`config.mk`:
```
export PLATFORM = sky130hd
export DESIGN_NAME = pipe_hazard_ctrl_flat
export DESIGN_NICKNAME = d
export VERILOG_FILES = /design/src/rtl/pipe_hazard_ctrl_pkg.sv /design/src/rtl/pipe_hazard_ctrl_if.sv /design/src/rtl/pipe_hazard_ctrl_load_use_detect.sv /design/src/rtl/pipe_hazard_ctrl.sv /design/src/flat_wrapper.sv
export SDC_FILE = /design/constraint.sdc
export NUM_CORES = 1
export LEC_CHECK = 0
export CAP_MARGIN = 5
export CORE_ASPECT_RATIO = 0.9
export CORE_UTILIZATION = 44
export DETAILED_ROUTE_END_ITERATION = 7
export PLACE_DENSITY = 0.84
export SKIP_CTS_REPAIR_TIMING = 1
export SLEW_MARGIN = 10
export SYNTH_ARGS = -nofsm -noshare
export SYNTH_HDL_FRONTEND = slang
export SYNTH_SLANG_ARGS = --single-unit
```
`constraint.sdc`:
```
create_clock -name clk -period 2.5 [get_ports clk]
set_input_delay 0.25 -clock clk [delete_from_list [all_inputs] [get_ports clk]]
set_output_delay 0.25 -clock clk [all_outputs]
set_load 0.03 [all_outputs]
```
`src/rtl/pipe_hazard_ctrl_pkg.sv`:
```
// pipe_ctrl_pkg: shared types and constants for the pipeline hazard controller
package pipe_ctrl_pkg;
  typedef enum logic [1:0] {IDLE, DRAIN, VECTOR, ISR} irq_state_t;
  localparam logic [1:0] PC_SEL_SEQ = 2'd0;
  localparam logic [1:0] PC_SEL_BR  = 2'd1;
  localparam logic [1:0] PC_SEL_VEC = 2'd2;
  localparam logic [1:0] PC_SEL_EPC = 2'd3;
  localparam logic [3:0] REG_ZERO   = 4'd0;
endpackage

```
`src/rtl/pipe_hazard_ctrl_if.sv`:
```
// pipe_hazard_ctrl_if: pipeline status in, stall/flush/PC control out
interface pipe_hazard_ctrl_if #(parameter int CNT_W = 16);
  logic [3:0]       id_rs1, id_rs2, ex_reg_dst;
  logic             id_rs1_used, id_rs2_used, ex_mem_read, ex_branch_taken, ex_eret, dmem_busy, irq;
  logic             stall_if_id, stall_id_ex, stall_ex_mem, stall_mem_wb;
  logic             flush_if_id, flush_id_ex, flush_ex_mem, pc_hold;
  logic [1:0]       pc_sel;
  logic             epc_capture, irq_ack, int_active;
  logic [CNT_W-1:0] stall_cnt;
  modport master (
    input  id_rs1, id_rs2, ex_reg_dst, id_rs1_used, id_rs2_used, ex_mem_read,
           ex_branch_taken, ex_eret, dmem_busy, irq,
    output stall_if_id, stall_id_ex, stall_ex_mem, stall_mem_wb, flush_if_id, flush_id_ex,
           flush_ex_mem, pc_hold, pc_sel, epc_capture, irq_ack, int_active, stall_cnt
  );
  modport slave (
    output id_rs1, id_rs2, ex_reg_dst, id_rs1_used, id_rs2_used, ex_mem_read,
           ex_branch_taken, ex_eret, dmem_busy, irq,
    input  stall_if_id, stall_id_ex, stall_ex_mem, stall_mem_wb, flush_if_id, flush_id_ex,
           flush_ex_mem, pc_hold, pc_sel, epc_capture, irq_ack, int_active, stall_cnt
  );
endinterface

```
`src/rtl/pipe_hazard_ctrl_load_use_detect.sv`:
```
// load_use_detect: flags an ID source that depends on the load currently in EX
module load_use_detect
  import pipe_ctrl_pkg::*;
(
  input  logic [3:0] rs1_i,
  input  logic [3:0] rs2_i,
  input  logic       rs1_used_i,
  input  logic       rs2_used_i,
  input  logic [3:0] dst_i,
  input  logic       mem_read_i,
  output logic       hit_o
);
  assign hit_o = mem_read_i && dst_i != REG_ZERO &&
                 ((rs1_used_i && dst_i == rs1_i) || (rs2_used_i && dst_i == rs2_i));
endmodule

```
`src/rtl/pipe_hazard_ctrl.sv`:
```
// pipe_hazard_ctrl: stall/flush/PC-select sequencing; interrupt path built only with PIPE_HAZARD_CTRL_IRQ_EN
module pipe_hazard_ctrl
  import pipe_ctrl_pkg::*;
#(
  parameter int DRAIN_CYCLES = 3,
  parameter int CNT_W = 16
) (
  input logic clk,
  input logic rst_n,
  pipe_hazard_ctrl_if.master bus
);
  localparam int DW = $clog2(DRAIN_CYCLES + 1);
  logic             lu_hit, in_drain, in_vec, eret_hit;
  logic             sif, fif, fid, fem, hold;
  logic [1:0]       sel;
  logic             lu_q, lu_d;
  logic [CNT_W-1:0] cnt_q, cnt_d;
  load_use_detect u_lud (
    .rs1_i(bus.id_rs1), .rs2_i(bus.id_rs2), .rs1_used_i(bus.id_rs1_used),
    .rs2_used_i(bus.id_rs2_used), .dst_i(bus.ex_reg_dst), .mem_read_i(bus.ex_mem_read),
    .hit_o(lu_hit)
  );
`ifdef PIPE_HAZARD_CTRL_IRQ_EN
  irq_state_t    state_q, state_d;
  logic [DW-1:0] drain_q, drain_d;
  logic          epc_q, epc_d;
  // interrupt sequencer registers
  always_ff @(posedge clk or negedge rst_n)
    if (!rst_n) begin
      state_q <= IDLE;
      drain_q <= '0;
      epc_q   <= 1'b0;
    end else begin
      state_q <= state_d;
      drain_q <= drain_d;
      epc_q   <= epc_d;
    end
  // entry is deferred past a taken branch so EPC holds the branch target; busy freezes everything
  always_comb begin
    state_d = state_q;
    drain_d = drain_q;
    epc_d   = 1'b0;
    if (!bus.dmem_busy)
      case (state_q)
        IDLE:    if (bus.irq && !bus.ex_branch_taken) begin
                   state_d = DRAIN;
                   drain_d = DW'(DRAIN_CYCLES - 1);
                   epc_d   = 1'b1;
                 end
        DRAIN:   if (drain_q == '0) state_d = VECTOR;
                 else drain_d = drain_q - 1'b1;
        VECTOR:  state_d = ISR;
        default: if (bus.ex_eret) state_d = IDLE;
      endcase
  end
  assign in_drain        = state_q == DRAIN;
  assign in_vec          = state_q == VECTOR;
  assign eret_hit        = state_q == ISR && bus.ex_eret;
  assign bus.epc_capture = epc_q;
  assign bus.irq_ack     = in_vec && !bus.dmem_busy;
  assign bus.int_active  = state_q == ISR;
`else
  logic          unused_irq;
  logic [DW-1:0] unused_drain;
  assign unused_irq      = bus.irq ^ bus.ex_eret;
  assign unused_drain    = '0;
  assign in_drain        = 1'b0;
  assign in_vec          = 1'b0;
  assign eret_hit        = 1'b0;
  assign bus.epc_capture = 1'b0;
  assign bus.irq_ack     = 1'b0;
  assign bus.int_active  = 1'b0;
`endif
  // priority: memory wait, interrupt sequencing, redirect (branch/eret), load-use bubble
  always_comb begin
    sif  = 1'b0;
    fif  = 1'b0;
    fid  = 1'b0;
    fem  = 1'b0;
    hold = 1'b0;
    sel  = PC_SEL_SEQ;
    if (bus.dmem_busy) begin
      sif  = 1'b1;
      hold = 1'b1;
    end else if (in_drain) begin
      fif  = 1'b1;
      fid  = 1'b1;
      hold = 1'b1;
    end else if (in_vec) sel = PC_SEL_VEC;
    else if (eret_hit || bus.ex_branch_taken) begin
      fif = 1'b1;
      fid = 1'b1;
      fem = lu_q;
      sel = eret_hit ? PC_SEL_EPC : PC_SEL_BR;
    end else if (lu_hit) begin
      sif  = 1'b1;
      hold = 1'b1;
      fid  = 1'b1;
    end
  end
  assign lu_d = bus.dmem_busy ? lu_q : sif;
  assign cnt_d = (sif && !(&cnt_q)) ? cnt_q + 1'b1 : cnt_q;
  // lu_q marks the load-use bubble now heading into MEM; cnt_q is the saturating stall counter
  always_ff @(posedge clk or negedge rst_n)
    if (!rst_n) begin
      lu_q  <= 1'b0;
      cnt_q <= '0;
    end else begin
      lu_q  <= lu_d;
      cnt_q <= cnt_d;
    end
  assign bus.stall_if_id  = sif;
  assign bus.stall_id_ex  = bus.dmem_busy;
  assign bus.stall_ex_mem = bus.dmem_busy;
  assign bus.stall_mem_wb = bus.dmem_busy;
  assign bus.flush_if_id  = fif;
  assign bus.flush_id_ex  = fid;
  assign bus.flush_ex_mem = fem;
  assign bus.pc_hold      = hold;
  assign bus.pc_sel       = sel;
  assign bus.stall_cnt    = cnt_q;
endmodule

```
`src/flat_wrapper.sv`:
```
// flat-port wrapper written by rule: the top's interface ports become plain ports
module pipe_hazard_ctrl_flat import pipe_ctrl_pkg::*;
#(
  parameter int DRAIN_CYCLES = 3,
  parameter int CNT_W = 16
)
  (clk, rst_n, bus_id_rs1, bus_id_rs2, bus_ex_reg_dst, bus_id_rs1_used, bus_id_rs2_used, bus_ex_mem_read, bus_ex_branch_taken, bus_ex_eret, bus_dmem_busy, bus_irq, bus_stall_if_id, bus_stall_id_ex, bus_stall_ex_mem, bus_stall_mem_wb, bus_flush_if_id, bus_flush_id_ex, bus_flush_ex_mem, bus_pc_hold, bus_pc_sel, bus_epc_capture, bus_irq_ack, bus_int_active, bus_stall_cnt);
  pipe_hazard_ctrl_if #(.CNT_W(CNT_W)) bus_i ();
  input logic clk;
  input logic rst_n;
  input wire logic [$bits(bus_i.id_rs1)-1:0] bus_id_rs1;
  input wire logic [$bits(bus_i.id_rs2)-1:0] bus_id_rs2;
  input wire logic [$bits(bus_i.ex_reg_dst)-1:0] bus_ex_reg_dst;
  input wire logic [$bits(bus_i.id_rs1_used)-1:0] bus_id_rs1_used;
  input wire logic [$bits(bus_i.id_rs2_used)-1:0] bus_id_rs2_used;
  input wire logic [$bits(bus_i.ex_mem_read)-1:0] bus_ex_mem_read;
  input wire logic [$bits(bus_i.ex_branch_taken)-1:0] bus_ex_branch_taken;
  input wire logic [$bits(bus_i.ex_eret)-1:0] bus_ex_eret;
  input wire logic [$bits(bus_i.dmem_busy)-1:0] bus_dmem_busy;
  input wire logic [$bits(bus_i.irq)-1:0] bus_irq;
  output wire logic [$bits(bus_i.stall_if_id)-1:0] bus_stall_if_id;
  output wire logic [$bits(bus_i.stall_id_ex)-1:0] bus_stall_id_ex;
  output wire logic [$bits(bus_i.stall_ex_mem)-1:0] bus_stall_ex_mem;
  output wire logic [$bits(bus_i.stall_mem_wb)-1:0] bus_stall_mem_wb;
  output wire logic [$bits(bus_i.flush_if_id)-1:0] bus_flush_if_id;
  output wire logic [$bits(bus_i.flush_id_ex)-1:0] bus_flush_id_ex;
  output wire logic [$bits(bus_i.flush_ex_mem)-1:0] bus_flush_ex_mem;
  output wire logic [$bits(bus_i.pc_hold)-1:0] bus_pc_hold;
  output wire logic [$bits(bus_i.pc_sel)-1:0] bus_pc_sel;
  output wire logic [$bits(bus_i.epc_capture)-1:0] bus_epc_capture;
  output wire logic [$bits(bus_i.irq_ack)-1:0] bus_irq_ack;
  output wire logic [$bits(bus_i.int_active)-1:0] bus_int_active;
  output wire logic [$bits(bus_i.stall_cnt)-1:0] bus_stall_cnt;
  assign bus_i.id_rs1 = bus_id_rs1;
  assign bus_i.id_rs2 = bus_id_rs2;
  assign bus_i.ex_reg_dst = bus_ex_reg_dst;
  assign bus_i.id_rs1_used = bus_id_rs1_used;
  assign bus_i.id_rs2_used = bus_id_rs2_used;
  assign bus_i.ex_mem_read = bus_ex_mem_read;
  assign bus_i.ex_branch_taken = bus_ex_branch_taken;
  assign bus_i.ex_eret = bus_ex_eret;
  assign bus_i.dmem_busy = bus_dmem_busy;
  assign bus_i.irq = bus_irq;
  assign bus_stall_if_id = bus_i.stall_if_id;
  assign bus_stall_id_ex = bus_i.stall_id_ex;
  assign bus_stall_ex_mem = bus_i.stall_ex_mem;
  assign bus_stall_mem_wb = bus_i.stall_mem_wb;
  assign bus_flush_if_id = bus_i.flush_if_id;
  assign bus_flush_id_ex = bus_i.flush_id_ex;
  assign bus_flush_ex_mem = bus_i.flush_ex_mem;
  assign bus_pc_hold = bus_i.pc_hold;
  assign bus_pc_sel = bus_i.pc_sel;
  assign bus_epc_capture = bus_i.epc_capture;
  assign bus_irq_ack = bus_i.irq_ack;
  assign bus_int_active = bus_i.int_active;
  assign bus_stall_cnt = bus_i.stall_cnt;
  pipe_hazard_ctrl #(.DRAIN_CYCLES(DRAIN_CYCLES), .CNT_W(CNT_W)) u_core (.clk(clk), .rst_n(rst_n), .bus(bus_i));
endmodule
```
# Yosys cells after proc, flatten, opt, wreduce, memory -nomap -nowiden
# Cells that the tools add are included.
[totals]
reg_bits = 17
input_bits = 21
out_inout_bits = 29
wordCells = 25
[op_classes]
n_mux = 11
n_eq_ne = 2
reduce_logical = 9
add_sub_neg = 1
[op_table]
columns = ["cell", "n"]
rows = [
  ["adder 16 x 1 -> 16 bit, second input constant", 1],
  ["AND reduction 16 bit", 1],
  ["two-way mux 1 bit", 11],
  ["== test 4 bit", 2],
  ["logical AND 1 bit", 5],
  ["nonzero test 4 bit", 1],
  ["logical NOT 1 bit", 1],
  ["logical OR 1 bit", 1],
]

# Depth between registers and ports, before layout
[depth]
word_depth = 8
ltp_mapped = 7
ltp_nobuf = 7

# Modules after synthesis
# A second synthesis with hierarchy kept.
[unflattened]
hier_cells = 106
hier_area_um2 = 1049.8
[by_module_without_submodules]
columns = ["mod", "seq_area_each_um2", "area_per_inst_um2", "cells_each", "n_inst"]
rows = [
  ["pipe_hazard_ctrl", 425.4, 945.9, 92, 1],
  ["load_use_detect", 0.0, 103.8, 14, 1],
]

# Least setup slack after synthesis
# OpenSTA, ideal clock, no wires.
[synth_timing]
path_type = "input to output"
from = "input port bus_ex_reg_dst[1]"
to = "output port bus_stall_if_id"
path_buffers = 2
arrival_ps = 1646
t_required_ps = 2250
slack_ps = 604
stages = 6
cell_sequence = "o41a_1 -> nand4_1 -> a21oi_4 -> buf_6 -> or2_2 -> buf_4"
[synth_via]
elab_chain_len = 7
word_cells_on_any_way = 11
classes_between = "2 x eq/ne; 3 x mux; 6 x reduce/logical"
[synth_lines]
columns = ["item", "line", "text"]
rows = [
  ["from (decl)", "flat_wrapper.sv:13", "input wire logic [$bits(bus_i.ex_reg_dst)-1:0] bus_ex_reg_dst;"],
  ["== test 4 bit", "pipe_hazard_ctrl_load_use_detect.sv:14", "((rs1_used_i && dst_i == rs1_i) || (rs2_used_i && dst_i == rs2_i));"],
  ["logical AND 1 bit", "pipe_hazard_ctrl_load_use_detect.sv:14", ""],
  ["logical OR 1 bit", "pipe_hazard_ctrl_load_use_detect.sv:14", ""],
  ["logical AND 1 bit *", "pipe_hazard_ctrl_load_use_detect.sv:13", "assign hit_o = mem_read_i && dst_i != REG_ZERO &&"],
  ["two-way mux 1 bit * (3 in series)", "-", ""],
  ["to (decl)", "flat_wrapper.sv:21", "output wire logic [$bits(bus_i.stall_if_id)-1:0] bus_stall_if_id;"],
]
# Every way passes the cells marked *; elsewhere a longest branch is shown, timed or not.

# Final worst setup path
[layout_timing]
from = "input port bus_ex_reg_dst[0]"
to = "output port bus_pc_hold"
[layout_via]
elab_chain_len = 7
word_cells_on_any_way = 11
classes_between = "2 x eq/ne; 3 x mux; 6 x reduce/logical"
[layout_lines]
columns = ["item", "line", "text"]
rows = [
  ["== test 4 bit", "pipe_hazard_ctrl_load_use_detect.sv:14", ""],
  ["logical AND 1 bit", "pipe_hazard_ctrl_load_use_detect.sv:14", ""],
  ["logical OR 1 bit", "pipe_hazard_ctrl_load_use_detect.sv:14", ""],
  ["logical AND 1 bit *", "pipe_hazard_ctrl_load_use_detect.sv:13", ""],
  ["two-way mux 1 bit *", "pipe_hazard_ctrl.sv:95", "end else if (lu_hit) begin"],
  ["two-way mux 1 bit *", "pipe_hazard_ctrl.sv:90", "else if (eret_hit || bus.ex_branch_taken) begin"],
  ["two-way mux 1 bit *", "pipe_hazard_ctrl.sv:82", "if (bus.dmem_busy) begin"],
  ["to (decl)", "flat_wrapper.sv:28", "output wire logic [$bits(bus_i.pc_hold)-1:0] bus_pc_hold;"],
]
# Marks and branches as above.

==> flow_summary.json <==
{
  "htree_num_levels": 1,
  "grt_overflow": 0,
  "slew_headroom_pct": 48.1,
  "fin_total_pwr_w": 0.000989,
  "hold_path_class": "primary input to async pin",
  "fin_ws_ns": 0.221,
  "power-per-cell-area_mw_per_mm2": 632,
  "gr-usage-all-layers_pct": 21.3,
  "synth_area_sq_mm": 0.00112,
  "vias_per_cell": 5.40,
  "layout_min_cycle_time_ns": 2.28,
  "p_seq_share_pct": 40.2,
  "drv_slew": 0,
  "worst_pin_slew_ns": 0.776,
  "end_kind": "primary output",
  "synth_area_leader_cell": "dfrtp_1",
  "drc": 0,
  "synth-seq-cells": 17,
  "ant_nets": 0,
  "netlist_top_cells_area": "dfrtp_1 (38%), xnor2_1 (8.6%), buf_4 (6.0%), mux2_2 (6.0%), o211ai_1 (5.4%)",
  "cts_buffers": 3,
  "pin_count": 50,
  "antenna_cells": 0,
  "maxCapViolations": 0,
  "path_clk_slew_ns": 0.11,
  "coreArea_sq_mm": 0.00228,
  "clk_latency_ns": 0.30,
  "vias": 961,
  "path_max_fanout": 8,
  "crit_arrival_ns": 2.03,
  "clkPwrFrac_pct": 16.0,
  "seq_area_sq_um": 425,
  "finClkSkew_ns": 0.00786,
  "layout-drive-gt1-share_pct": 16.6,
  "clk_path_buf_depth": 2,
  "final_core_util_pct": 68.6,
  "ys_warn_count": 0,
  "finalNetCount": 174,
  "required_ns": 2.25,
  "routedWlPerCell_um": 14.1,
  "max_freq_mhz": 439,
  "grt_pass1_wl_um": 4210,
  "root_buffer": "clkbuf_4",
  "syn_inst": 109,
  "rsz0062_at_grt": "false",
  "num_rows": 16,
  "setup_viol": 0,
  "cts_tree": "done",
  "final_cell_mix": "clkdlybuf4s50_1 (40), dfrtp_1 (17), xnor2_1 (11)",
  "grt_pass1_vias": 934,
  "seq_area_frac_synth_pct": 38.0,
  "swShare_pct": 40.7,
  "multiInputGateArea_sq_um": 607,
  "vdd_drop_max_uv": 644,
  "switchingPower_w": 0.000402,
  "final_cell_area_sq_mm": 0.00157,
  "p_leak_nw": 0.655,
  "criticalPathCategory": "primary input to primary output",
  "detailedPlace.worstSlack_ns": 0.0442,
  "hpwl_um": 1950,
  "die_h_um": 49.8,
  "hold_violations": 0,
  "finalWirelength_um": 2520,
  "gp_routability_congestion": 0.825,
  "die-area_sq_mm": 0.00275,
  "syn_to_final_growth_pct": 40.0,
  "critPathSlowestCell": "clkdlybuf4s50_1",
  "critPathMaxStageDelay_ns": 0.48,
  "portBuffers": 43,
  "filler_cell_count": 192,
  "internal_power_w": 0.000587,
  "crit_chain": "clkdlybuf4s50_1 > xor2_1 > nor3_1 > nand4_1 > buf_4 > a21oi_4 > or2_2 > buf_4",
  "min_period_over_period_pct": 91.2,
  "crit_family": "buffers and inverters",
  "setup-tns-final_ns": 0,
  "placed_cell_area_sq_mm": 0.00154,
  "synth_cell_types": 32,
  "drtIter0Drc": 26,
  "critPathBufInv": 3,
  "cp-start-kind": "primary input",
  "syn_area_per_cell_sq_um": 10.3,
  "initial_core_util_pct": 49.0,
  "combPwrFrac_pct": 43.9,
  "synth_top_area_share_pct": 38.0,
  "die-width_um": 55.1,
  "drt-pass1-iter-count": 4,
  "final_common_cell": "clkdlybuf4s50_1",
  "grt_antenna_before_repair": 0,
  "cts_sinks": 17,
  "crit_top_cell": "buf_4",
  "grt_max_degree": 18,
  "status": "completed"
}
## per-stage QoR
step	hold slack, ns	std cells
after floorplan	-0.0456	112
after global placement	0.483	174
after detailed placement	0.505	174
after CTS	0.407	178
after global routing	0.440	178
final	0.383	178
## sequential cells by signal, indices dropped and copies added, names as in the netlist
name / flops
u_core.bus.stall_cnt: 16
u_core.lu_q: 1
## synth_stat cells
cell type	number
xnor2_1	11
mux2_1	2
mux2_2	6
nand4_1	4
nor3_1	2
nor2_1	4
conb_1	1
nand2_1	7
clkbuf_1	3
a31oi_1	1
o41a_1	1
o21ai_2	1
nand2b_1	1
ha_1	1
nor3_2	2
nand4_2	1
o211ai_1	8
and3_1	4
o21ai_0	1
inv_1	2
nand3_1	2
o21bai_1	2
a21oi_4	1
dfrtp_1	17
xor2_1	6
or2_2	1
o21ai_1	2
and2_1	2
o2111ai_2	2
buf_4	9
and4_1	1
buf_6	1
## routing by layer
| metal | vias to the layer above | routed length [um] | global-route usage (%) |
|---|---|---|---|
| li1 | 461 | - | - |
| met5 | - | 0 | 0 |
| met2 | 34 | 1300 | 34.7 |
| met4 | 0 | 21 | 5.42 |
| met1 | 464 | 1090 | 28.5 |
| met3 | 2 | 111 | 3.70 |
## final cells by class
cell class | count | share of cell area [%]
inverters | 2 | 0.479
repair buffers | 48 | 29.7
well taps | 27 | 2.16
clock buffers | 3 | 1.44
flip-flops and latches | 17 | 27.2
clock inverters | 1 | 0.319
multi-input cells | 80 | 38.7
## kinds of logic after synthesis
kind of cell,Yosys count,share of synthesized area [%]
xor gates and xnor gates,17,13.3
other,1,0.335
and+or+nand+nor,31,15.9
adders and majority gates,1,1.12
DFF,17,38.0
AOI/OAI and AO/OA,19,14.5
buffers and inverters,15,8.72
muxes,8,8.05
## power by group through the flow
stage               Sequential, W  Clock, W  Combinational, W
floorplan                0.000493         0          0.000158
global placement         0.000397         0          0.000426
detailed placement       0.000402         0          0.000436
CTS                      0.000397  0.000163          0.000438
global route             0.000410  0.000169          0.000469
finish                   0.000397  0.000158          0.000434
## path summary, 6_finish.rpt
| kind | cells after the start | slack (ns) | start | endpoint |
|---|---|---|---|---|
| worst max-delay path | 8 | 0.22 | bus_ex_reg_dst[0] | bus_pc_hold |
| worst min-delay path | 1 | 0.38 | rst_n | u_core.bus.stall_cnt[8] |
| worst max register to register | 6 | 0.46 | u_core.bus.stall_cnt[0] | u_core.bus.stall_cnt[1] |
| worst min register to register | 1 | 0.51 | u_core.bus.stall_cnt[15] | u_core.bus.stall_cnt[15] |
| max in group asynchronous | 1 | 1.63 | rst_n | u_core.lu_q |
| min in group clk | 1 | 0.51 | u_core.bus.stall_cnt[15] | u_core.bus.stall_cnt[15] |
Note: power is estimated with default switching activity, not from simulation.
==> patch, RTL diff (same flow settings) <==
The option `PIPE_HAZARD_CTRL_IRQ_EN` is turned on by a define.
--- a/src/rtl/pipe_hazard_ctrl.sv
+++ b/src/rtl/pipe_hazard_ctrl.sv
@@ -1,2 +1,4 @@
 // pipe_hazard_ctrl: stall/flush/PC-select sequencing; interrupt path built only with PIPE_HAZARD_CTRL_IRQ_EN
+`define PIPE_HAZARD_CTRL_IRQ_EN
+
 module pipe_hazard_ctrl
Behaviour: not the same (a bounded check fails within 4 cycles, from zero or initial values and one cycle with rst_n low).
==> patch against the original RTL <==
Worst hold slack got worse by 0.12 ns; worst setup slack got worse by 0.11 ns; sequential cell count rose by 5; clock power rose by 80%; synthesized area rose by 27%; routed wire length rose by 38%; power rose by 73%; cell area rose by 31%; largest cell class unchanged; largest power group unchanged.
==> patch: results (changes against the original RTL) <==
stage,metric,value,unit,change
outcome,status,"complete, no violations",,
power_and_ir_drop,peakVddDrop,0.475,mV,-26%
worst_hold_path,hold_class,input port to asynchronous set/reset pin,,
sta,hold_ws,0.259,ns,-0.124 ns
sta,fin_skew,0.00823,ns,+0.000375 ns
finish,diodes,0,,unchanged
critical_path,crit_arrival,2.14,ns,+0.11 ns
grt,gr-usage-all-layers,0.217,,+0.00380
clock_tree,path_clk_slew,0.14,ns,+0.03 ns
finish,nFillCells,232,,+21%
sta,setup_viol,0,,unchanged
finish,num-nets-final,224,,+29%
grt,grt_pass1_vias,1215,,+30%
placement,dp_slack,-0.0416,ns,-0.0858 ns
placement,dpl_cell_area,0.00197,mm^2,+28%
grt,grt_pass1_wl,5.60,mm,+33%
clock_tree,cts_made_buffers,3,,unchanged
synthesis,synthTopCellsByCount,"dfrtp_1 (22), xnor2_1 (12), and3_1 (8), nand2_1 (8), nor2_1 (7)",,
synthesis,synth.distinct_cells,39,,+22%
finish,layoutNonFillerInstCount,238,,+34%
clock_tree,clk_latency,0.32,ns,+0.02 ns
route,num_vias,1270,,+32%
sta,fin_crit,2.39,ns,+0.113 ns
critical_path,r2r_slack,0.31,ns,-0.15 ns
route,drt_iter0_markers,44,,+69%
synthesis,ys_seq_area_frac,0.387,,+0.00701
placement,dp_hpwl,2.65,mm,+36%
grt,grt_max_degree,23,,+5
placement,dpl.cell_count,232,,+33%
synthesis,yosys-top-cells-area,"dfrtp_1 (39%), xnor2_1 (7.4%), ha_1 (5.3%)",,
critical_path,r2r_start,u_core.state_q[0]$_DFFE_PN0P_,,
power_and_ir_drop,power_leakage,0.902,nW,+38%
route,routedWlPerCell,14.6,um,+3.3%
critical_path,cp-endpoint,bus_stall_if_id,,
clock_tree,clockBufferDepth,2,,unchanged
placement,gp_congestion,0.860,,+4.2%
clock_tree,htreeDepth,1,,unchanged
synthesis,syn_inst,142,,+30%
placement,port_buffers,49,,+14%
critical_path,reg2regPathDepth,8,,+2
synthesis,async_flop_share,1.00,,unchanged
finish,drive_gt1_frac,0.138,,-0.0278
finish,utilization,0.667,,-0.0193
sta,relSlewSlack,0.681,,+0.200
critical_path,r2r_end,u_core.bus.stall_cnt[12]$_DFFE_PN0P_,,
## patch: changes by cell type after synthesis, sizes merged, moves of 4 or more
cell | unedited run | this run
and3 | 4 | 8
and4 | 1 | 5
buf | 10 | 5
dfrtp | 17 | 22
ha | 1 | 6
inv | 2 | 6
mux2 | 8 | 3
nand4 | 5 | 1
o211ai | 8 | 2
o21ai | 4 | 10
## patch: per-layer routing
| metal | vias to the layer above | track usage | wire [um] |
|---|---|---|---|
| li1 | 620 | - | - |
| met1 | 619 | 0.294 | 1510 |
| met2 | 29 | 0.347 | 1780 |
| met3 | 2 | 0.0395 | 156 |
| met4 | 0 | 0.0635 | 21 |
| met5 | - | 0 | 0 |
## patch: cell families (layout without fill, tap and decap cells)
logic type / after synthesis / after routing / share of synthesized area
buffers and inverters: 14 / 68 / 0.0510
adders and majority gates: 6 / 6 / 0.0528
muxes: 3 / 3 / 0.0238
xor gates and xnor gates: 18 / 18 / 0.111
DFF: 22 / 22 / 0.387
and+or+nand+nor: 47 / 47 / 0.188
AOI/OAI and AO/OA: 32 / 32 / 0.186
## patch: area by class of cell
class                   instances  area share
flip-flops and latches         22       0.269
clock inverters                 1      0.0147
clock buffers                   3      0.0110
repair buffers                 58       0.273
multi-input cells             106       0.396
inverters                       6      0.0110
well taps                      42      0.0257
## patch: report_power, final
group	leakage [nW]	switching [W]	internal, W
combinational	0.593	0.000499	0.000387
clock	0.0279	0.000122	0.000162
sequential	0.281	0.0000931	0.000447
total	0.902	0.000714	0.000996
## patch: worst max-delay path: stages
cell             delay, ns
clkdlybuf4s50_1       0.48
nor4_1                0.41
nor3b_2               0.10
and4_4                0.21
o211a_4               0.29
or2_1                 0.24
buf_4                 0.17
